==> src/rtl/mem_access.sv <==
`timescale 1ns/1ps
// MEM-stage load/store unit: issues one data-memory request per aligned access,
// stalls upstream until the acknowledge arrives or a timeout aborts the request.
module mem_access #(
  parameter int         TIMEOUT = 255,
  parameter logic [3:0] OP_NOP  = 4'd0,
  parameter logic [3:0] OP_LB   = 4'd1,
  parameter logic [3:0] OP_LBU  = 4'd2,
  parameter logic [3:0] OP_LH   = 4'd3,
  parameter logic [3:0] OP_LHU  = 4'd4,
  parameter logic [3:0] OP_LW   = 4'd5,
  parameter logic [3:0] OP_SB   = 4'd6,
  parameter logic [3:0] OP_SH   = 4'd7,
  parameter logic [3:0] OP_SW   = 4'd8
) (
  input  logic        clk,
  input  logic        rst,
  input  logic [31:0] mem_pc,
  input  logic [3:0]  mem_mem_op,
  input  logic [31:0] mem_mem_addr,
  input  logic [31:0] mem_mem_data,
  input  logic        mem_we,
  input  logic [4:0]  mem_write_reg,
  input  logic [31:0] mem_write_data,
  output logic        dm_req,
  output logic        dm_we,
  output logic [31:0] dm_addr,
  output logic [3:0]  dm_be,
  output logic [31:0] dm_wdata,
  input  logic [31:0] dm_rdata,
  input  logic        dm_ack,
  output logic [31:0] wb_pc,
  output logic        wb_we,
  output logic [4:0]  wb_write_reg,
  output logic [31:0] wb_write_data,
  output logic        stall_req,
  output logic        misalign,
  output logic        bus_err
);

  localparam int CW = $clog2(TIMEOUT + 1);

  localparam logic [0:0] IDLE = 1'b0;
  localparam logic [0:0] BUSY = 1'b1;

  logic [0:0]    state;
  logic [CW-1:0] cnt;
  logic          post_rst;

  logic [3:0]    op_q;
  logic [31:0]   addr_q;
  logic [31:0]   data_q;
  logic [31:0]   pc_q;
  logic          we_q;
  logic [4:0]    rd_q;

  logic          in_mem;
  logic          in_aligned;
  logic          accept;
  logic          timeout_hit;
  logic          req_active;
  logic          store_q;
  logic [7:0]    byte_sel;
  logic [15:0]   half_sel;
  logic [31:0]   load_data;

  function automatic logic op_is_mem(input logic [3:0] op);
    case (op)
      OP_LB, OP_LBU, OP_LH, OP_LHU, OP_LW, OP_SB, OP_SH, OP_SW: return 1'b1;
      default:                                                 return 1'b0;
    endcase
  endfunction

  function automatic logic op_is_aligned(input logic [3:0] op, input logic [1:0] lsb);
    case (op)
      OP_LB, OP_LBU, OP_SB: return 1'b1;
      OP_LH, OP_LHU, OP_SH: return ~lsb[0];
      OP_LW, OP_SW:         return lsb == 2'b00;
      default:              return 1'b0;
    endcase
  endfunction

  function automatic logic op_is_store(input logic [3:0] op);
    case (op)
      OP_SB, OP_SH, OP_SW: return 1'b1;
      default:             return 1'b0;
    endcase
  endfunction

  assign in_mem      = op_is_mem(mem_mem_op);
  assign in_aligned  = op_is_aligned(mem_mem_op, mem_mem_addr[1:0]);
  assign store_q     = op_is_store(op_q);

  // The first cycle after reset accepts nothing, so stall_req stays low there.
  assign accept      = (state == IDLE) && !post_rst && in_mem && in_aligned;
  assign timeout_hit = (state == BUSY) && (cnt == CW'(TIMEOUT));
  assign req_active  = !rst && (state == BUSY) && !timeout_hit;

  assign stall_req   = !rst && (accept || ((state == BUSY) && !timeout_hit && !dm_ack));

  assign dm_req      = req_active;
  assign dm_we       = req_active && store_q;
  assign dm_addr     = req_active ? {addr_q[31:2], 2'b00} : 32'h0;

  // NOTE: every always_comb output gets a default first so no path leaves it
  // unassigned; a missing default here would infer a latch.
  always_comb begin
    dm_be    = 4'b0000;
    dm_wdata = 32'h0;
    if (req_active) begin
      case (op_q)
        OP_SB: begin
          dm_be    = 4'b0001 << addr_q[1:0];
          dm_wdata = {4{data_q[7:0]}};
        end
        OP_SH: begin
          dm_be    = addr_q[1] ? 4'b1100 : 4'b0011;
          dm_wdata = {2{data_q[15:0]}};
        end
        default: begin
          dm_be    = 4'b1111;
          dm_wdata = data_q;
        end
      endcase
    end
  end

  always_comb begin
    byte_sel = dm_rdata[7:0];
    case (addr_q[1:0])
      2'd1:    byte_sel = dm_rdata[15:8];
      2'd2:    byte_sel = dm_rdata[23:16];
      2'd3:    byte_sel = dm_rdata[31:24];
      default: byte_sel = dm_rdata[7:0];
    endcase
    half_sel = addr_q[1] ? dm_rdata[31:16] : dm_rdata[15:0];
    case (op_q)
      OP_LB:   load_data = {{24{byte_sel[7]}}, byte_sel};
      OP_LBU:  load_data = {24'h0, byte_sel};
      OP_LH:   load_data = {{16{half_sel[15]}}, half_sel};
      OP_LHU:  load_data = {16'h0, half_sel};
      default: load_data = dm_rdata;
    endcase
  end

  // NOTE: the latched operands have no reset; they are read only while BUSY,
  // and reset forces IDLE, so their contents after reset never matter.
  always_ff @(posedge clk) begin
    if (accept) begin
      op_q   <= mem_mem_op;
      addr_q <= mem_mem_addr;
      data_q <= mem_mem_data;
      pc_q   <= mem_pc;
      we_q   <= mem_we;
      rd_q   <= mem_write_reg;
    end
  end

  // NOTE: state registers use non-blocking assignments so every flop samples
  // the pre-edge values, independent of statement order.
  always_ff @(posedge clk) begin
    if (rst) begin
      state         <= IDLE;
      cnt           <= '0;
      post_rst      <= 1'b1;
      wb_pc         <= 32'h0;
      wb_we         <= 1'b0;
      wb_write_reg  <= 5'h0;
      wb_write_data <= 32'h0;
      misalign      <= 1'b0;
      bus_err       <= 1'b0;
    end else begin
      post_rst <= 1'b0;
      misalign <= 1'b0;
      bus_err  <= 1'b0;
      case (state)
        IDLE: begin
          if (post_rst) begin
            wb_we <= 1'b0;
          end else if (!in_mem) begin
            wb_pc         <= mem_pc;
            wb_we         <= mem_we;
            wb_write_reg  <= mem_write_reg;
            wb_write_data <= mem_write_data;
          end else if (in_aligned) begin
            state <= BUSY;
            cnt   <= '0;
            wb_we <= 1'b0;
          end else begin
            wb_we    <= 1'b0;
            misalign <= 1'b1;
          end
        end
        BUSY: begin
          if (timeout_hit) begin
            state   <= IDLE;
            wb_we   <= 1'b0;
            bus_err <= 1'b1;
          end else if (dm_ack) begin
            state        <= IDLE;
            wb_pc        <= pc_q;
            wb_write_reg <= rd_q;
            if (store_q) begin
              wb_we <= 1'b0;
            end else begin
              wb_we         <= we_q;
              wb_write_data <= load_data;
            end
          end else begin
            cnt <= cnt + CW'(1);
          end
        end
        default: state <= IDLE;
      endcase
    end
  end

endmodule
==> config.mk <==
export PLATFORM = sky130hd
export DESIGN_NAME = mem_access
export DESIGN_NICKNAME = d
export VERILOG_FILES = /design/src/rtl/mem_access.sv
export SDC_FILE = /design/constraint.sdc
export NUM_CORES = 1
export LEC_CHECK = 0
export CORE_MARGIN = 2
export CORE_UTILIZATION = 45
export CTS_CLUSTER_SIZE = 12
export DETAILED_ROUTE_END_ITERATION = 10
export MAX_ROUTING_LAYER = met4
export PLACE_DENSITY = 0.84
export SKIP_CTS_REPAIR_TIMING = 1
export SYNTH_ARGS = -nofsm -noshare
export SYNTH_HDL_FRONTEND = slang
export SYNTH_SLANG_ARGS = --single-unit
==> constraint.sdc <==
create_clock -name clk -period 10.9 [get_ports clk]
set_input_delay 1.09 -clock clk [delete_from_list [all_inputs] [get_ports clk]]
set_output_delay 1.09 -clock clk [all_outputs]
set_load 0.05 [all_outputs]
==> results_dict.tcl, run 1 <==
set metrics [dict create \
    peakVddDrop_mv 0.111 \
    rows 51 \
    cp_top_family "buffers and inverters" \
    clock_latency_ns 0.43 \
    grt_pass1_vias 7312 \
    clockBufferDepth 2 \
    p_sw_mw 0.544 \
    vias_per_cell 5.51 \
    vias 7461 \
    fmax_mhz 188 \
    core_sq_um 19300 \
    worst_clock_skew_ns 0.0121 \
    ys_warn_count 0 \
    final_common_cell "clkdlybuf4s50_1" \
    combPwrFrac_pct 19.8 \
    layout-drive-gt1-share_pct 7.71 \
    io_buffers 313 \
    synthArstFlopShare_pct 0 \
    antenna_found_initial 1 \
    p_leak_nw 4.31 \
    start_util_pct 45.5 \
    grt_max_degree 80 \
    synth_edf_count 106 \
    critPathKind "in -> out" \
    worst_pin_slew_ns 1.11 \
    dp_slack_ns 5.60 \
    fp.dieW_microns 144 \
    cp-end-kind "primary output" \
    critPathMaxFanout 79 \
    grt_first_pass_wirelength_microns 39700 \
    worst_slack_ns 5.59 \
    cts_root_buf "clkbuf_16" \
    tns_ns 0 \
    clk_pin_slew_ns 0.08 \
    drt-total-wl_microns 25800 \
    finalCritPeriodShare_pct 48.7 \
    drt_iter0_drc 468 \
    startpoint_type "input pin" \
    path_buf_inv 5 \
    synth_area_sq_um 8800 \
    slew_headroom_pct 25.5 \
    track_usage_pct 25.6 \
    fill_cells 1516 \
    synth_flop_cell "edfxtp_1" \
    seqPwrFrac_pct 45.4 \
    die_h_microns 144 \
    clkSinkCount 188 \
    crit_slowest_cell "clkdlybuf4s50_1" \
    wl_per_cell_microns 19.1 \
    seq_area_frac_synth_pct 54.8 \
    nets 1250 \
    worstHoldPathType "reg -> reg" \
    die_area_sq_um 20700 \
    synth_cells 805 \
    r2r_slack_ns 7.98 \
    cts_tree "done" \
    drtPass1Iterations 5 \
    ys_ff_latch 188 \
    gp_congestion 0.860 \
    dp_hpwl_microns 18400 \
    io_pins 316 \
    postSynthAreaPerCell_sq_um 10.9 \
    crit_chain "buf_2 -> buf_4 -> inv_1 -> nand3_2 -> inv_2 -> and2_1 -> clkdlybuf4s50_1" \
    max_cap_viol_count 0 \
    required_ns 9.81 \
    cp_slowest_stage_delay_ns 0.70 \
    setup_viol 0 \
    rsz0062_at_grt "no" \
    ys_types 72 \
    pwr-share-clk_pct 34.8 \
    powerDensity_nw_per_um2 143 \
    slew_viol_final 0 \
    utilization_pct 64.9 \
    fin_crit_ns 5.31 \
    cts-buffers-inserted 17 \
    ant_nets 0 \
    cp.arrival_ns 4.22 \
    status "complete, no violations" \
    switching_share_pct 30.2 \
    htree_levels 4 \
    p_int_mw 1.25 \
    overflow 0 \
    final_cell_mix "312 x clkdlybuf4s50_1, 106 x edfxtp_1, 81 x dfxtp_1" \
    hold_violations 0 \
    syn2layout_area_growth_pct 42.5 \
    route.detailed.drc 0 \
]
## through the flow
stage	cells	hold WS, ns	instance area (sq um)	power [mW]
after floorplan	806	0.453	8800	1.04
after global placement	1322	0.463	11900	1.18
after detailed placement	1322	0.474	11900	1.19
after CTS	1354	0.486	12500	1.81
after global routing	1355	0.507	12500	1.86
final	1355	0.484	12500	1.80
## per-layer routing
layer  wire length [microns]  track usage (%)  vias up
met5                       0                -        -
met3                    1500             4.37       58
met4                     928             11.0        0
met1                   10700             31.8     3553
li1                        -                -     3547
met2                   12700             41.4      303
## kinds of logic (layout without fill, tap and decap cells)
| logic type | after synthesis | in the layout | synth area share [%] |
|---|---|---|---|
| AO/OA/AOI/OAI | 242 | 242 | 19.4 |
| AND/OR/NAND/NOR | 230 | 230 | 13.5 |
| flip-flops | 188 | 188 | 54.8 |
| buffers and inverters | 85 | 368 | 5.29 |
| multiplexers | 57 | 57 | 6.64 |
| adder cells (fa/ha/maj) | 1 | 1 | 0.142 |
| other | 1 | 3 | 0.0426 |
| XOR/XNOR | 1 | 1 | 0.0995 |
## power by group through the flow
| stage | clock [mW] | combinational, mW | sequential, mW |
|---|---|---|---|
| after floorplan | 0 | 0.133 | 0.909 |
| after global placement | 0 | 0.350 | 0.830 |
| after detailed placement | 0 | 0.356 | 0.831 |
| after CTS | 0.634 | 0.357 | 0.815 |
| after global routing | 0.664 | 0.378 | 0.820 |
| final | 0.626 | 0.356 | 0.816 |
## layout make-up
cell class / count / area (sq um) / area share (%)
multi-input combinational: 533 / 3530 / 28.1
antenna: 1 / 2.50 / 0.0200
sequential: 188 / 4830 / 38.5
tap: 265 / 332 / 2.64
clock buffer: 18 / 439 / 3.50
inverter: 15 / 56.3 / 0.449
timing repair buffer: 321 / 3190 / 25.4
clock inverter: 14 / 168 / 1.34
## Yosys cell counts (all sizes together), types with 2 or more instances
| library cell | n | area (sq um) |
|---|---|---|
| nor4 | 3 | 33.8 |
| edfxtp | 106 | 3180 |
| nand2b | 6 | 37.5 |
| o21bai | 3 | 22.5 |
| a41oi | 2 | 25.0 |
| o32ai | 2 | 25.0 |
| nand3 | 15 | 80.1 |
| o31ai | 11 | 82.6 |
| nor3b | 2 | 15.0 |
| buf | 47 | 318 |
| clkbuf | 23 | 91.3 |
| nor2 | 67 | 259 |
| a31oi | 13 | 96.3 |
| a22oi | 2 | 20.0 |
| dfxtp | 82 | 1640 |
| nand4 | 9 | 62.6 |
| o221ai | 14 | 123 |
| nor3 | 6 | 51.3 |
| a311oi | 18 | 214 |
| or2 | 9 | 58.8 |
| mux2i | 55 | 551 |
| a211oi | 45 | 338 |
| o211ai | 8 | 60.1 |
| and2 | 41 | 257 |
| a21oi | 63 | 334 |
| nor2b | 2 | 12.5 |
| nand2 | 62 | 238 |
| o21ai | 48 | 240 |
| o211a | 7 | 70.1 |
| inv | 15 | 56.3 |
## final timing paths
check                                  from  depth (start not counted)                             end
min reg2reg  wb_write_data[16]$_SDFFE_PP0P_                          2  wb_write_data[16]$_SDFFE_PP0P_
max reg2reg                state$_SDFF_PP0_                          5              pc_q[13]$_DFFE_PP_
min          wb_write_data[16]$_SDFFE_PP0P_                          2  wb_write_data[16]$_SDFFE_PP0P_
max                                     rst                          7                     dm_addr[28]
## worst reg2reg max path, cell delays in order (launching register included)
cell,delay [ns]
dfxtp_4,0.50
nor3b_1,0.32
mux2i_1,0.18
a31oi_4,0.18
buf_4,0.54
buf_4,0.75
(Power assumes the default switching activity.)
==> run 2, diff against run 1 <==
==> constraint.sdc (replaced) <==
create_clock -name clk -period 5.35 [get_ports clk]
set_input_delay 0.535 -clock clk [delete_from_list [all_inputs] [get_ports clk]]
set_output_delay 0.535 -clock clk [all_outputs]
set_load 0.05 [all_outputs]
==> run 2 against run 1 <==
  * Flip-flop and latch count did not move
  * Clock-buffer cell count stayed put
  * Core utilization down 0.17 points
  * Cell area down 0.26%
  * Wire length rose by 0.84%
  * Sequential share of layout area grew 0.10 points
  * Final cell count is essentially flat
==> results_dict.tcl, run 2 (same netlist as run 1, synthesis figures left out) <==
set metrics [dict create \
    finalCritPeriodShare_pct 77.3 \
    reg2regPathDepth 6 \
    grt_max_degree 79 \
    drt-total-wl_microns 26000 \
    clock_latency_ns 0.43 \
    worst_clock_skew_ns 0.0203 \
    htree_levels 4 \
    clockBufferDepth 2 \
    critPathKind "reg -> out" \
    slew_viol_final 0 \
    cp.arrival_ns 3.60 \
    crit_chain "ha_1 -> nand4_2 -> or2_4 -> nand3_2 -> inv_2 -> and2_1 -> clkdlybuf4s50_1" \
    startpoint_type "flop" \
    core_sq_um 19300 \
    path_buf_inv 2 \
    overflow 0 \
    grt_first_pass_wirelength_microns 39200 \
    powerDensity_nw_per_um2 290 \
    vias_per_cell 5.56 \
    route.detailed.drc 0 \
    track_usage_pct 25.3 \
    drt_iter0_drc 559 \
    status "complete, no violations" \
    syn2layout_area_growth_pct 42.2 \
    vias 7524 \
    grt_pass1_vias 7185 \
    hold_depth 2 \
    fmax_mhz 242 \
    r2r_slack_ns 2.19 \
    fill_cells 1509 \
    nets 1250 \
    r2r-end "wb_write_data[18]$_SDFFE_PP0P_" \
    cts_root_buf "clkbuf_16" \
    rsz0062_at_grt "no" \
    slew_headroom_pct 33.1 \
    crit_slowest_cell "clkdlybuf4s50_1" \
    dp_hpwl_microns 18500 \
    required_ns 4.82 \
    peakVddDrop_mv 0.205 \
    clkSinkCount 188 \
    worst_pin_slew_ns 1.00 \
    io_buffers 313 \
    drtPass1Iterations 5 \
    tns_ns 0 \
    die_h_microns 144 \
    min_delay_worst_endpoint "wb_write_data[20]$_SDFFE_PP0P_" \
    p_leak_nw 4.29 \
    diodes 0 \
    rows 51 \
    wl_per_cell_microns 19.2 \
    cp_top_family "buffers and inverters" \
    die_area_sq_um 20700 \
    antenna_found_initial 0 \
    cp-end-kind "primary output" \
    fin_crit_ns 4.13 \
    max_cap_viol_count 0 \
    cp_slowest_stage_delay_ns 0.82 \
    ant_nets 0 \
    layout-drive-gt1-share_pct 7.62 \
    start_util_pct 45.5 \
    fp.dieW_microns 144 \
    crit_start "cnt[0]$_SDFFE_PP0P_" \
    cts_tree "done" \
    critPathMaxFanout 39 \
    io_pins 316 \
    gp_congestion 0.925 \
    cts-buffers-inserted 17 \
    setup_viol 0 \
    hold_violations 0 \
    final_cell_mix "312 x clkdlybuf4s50_1, 106 x edfxtp_1, 81 x dfxtp_1" \
    worstHoldPathType "reg -> reg" \
    holdWs_ns 0.479 \
    hold_start "wb_write_data[20]$_SDFFE_PP0P_" \
    clk_pin_slew_ns 0.07 \
    final_common_cell "clkdlybuf4s50_1" \
    r2r_start "state$_SDFF_PP0_" \
]
[run 2: cell types whose count changed in the layout (fill, tap and decap cells not counted)]
cell	previous run	this run
inv_6	4	1
clkbuf_8	1	0
inv_8	4	6
clkinvlp_4	0	2
clkinv_4	0	2
clkinv_8	5	2
clkbuf_1	0	1
diode_2	1	0
[run 2: cell type report]
class                   instances  area, sq um  share of cell area (%)
flip-flops and latches        188         4830                    38.6
clock inverters                14          148                    1.18
well taps                     265          332                    2.65
repair buffers                321         3190                    25.5
multi-input cells             533         3530                    28.2
clock buffers                  18          429                    3.43
inverters                      15         56.3                   0.450
[run 2: worst max-delay path by stage]
stage / end / slack, ns / cells past startpoint
after global placement: dm_addr[31] / 1.76 / 6
after CTS: dm_addr[23] / 1.23 / 7
final: dm_addr[23] / 1.22 / 7
after floorplan: stall_req / 1.15 / 6
after detailed placement: dm_addr[23] / 1.70 / 6
after global routing: dm_addr[17] / 0.96 / 7
[run 2: report_power, final]
part	internal (mW)	leakage, nW	switching [mW]
registers	1.61	1.65	0.0477
clock network	0.625	0.278	0.612
logic	0.294	2.36	0.430
[run 2: metal layers]
layer | part of all wire (%) | track usage (%)
met1 | 41 | 31.6
met2 | 49 | 40.7
met3 | 6.7 | 4.90
met4 | 3.1 | 10.1
met5 | 0 | -
[run 2: worst register-to-register path, cell delays in order (launching register included)]
cell      delay [ns]
dfxtp_4         0.68
buf_4           0.64
inv_2           0.38
a41oi_2         0.75
o211ai_1        0.30
nand4_1         0.18
a21oi_1         0.07
[run 2: metrics by stage]
| step | util, % | cells | area [sq um] | total power [mW] | setup slack [ns] |
|---|---|---|---|---|---|
| after floorplan | - | 806 | 8820 | 2.12 | 1.15 |
| after global placement | 61.7 | 1322 | 11900 | 2.40 | 1.76 |
| after detailed placement | 61.7 | 1322 | 11900 | 2.42 | 1.70 |
| after CTS | 64.7 | 1354 | 12500 | 3.65 | 1.23 |
| after global routing | 64.7 | 1354 | 12500 | 3.76 | 0.955 |
| final | 64.7 | 1354 | 12500 | 3.62 | 1.22 |
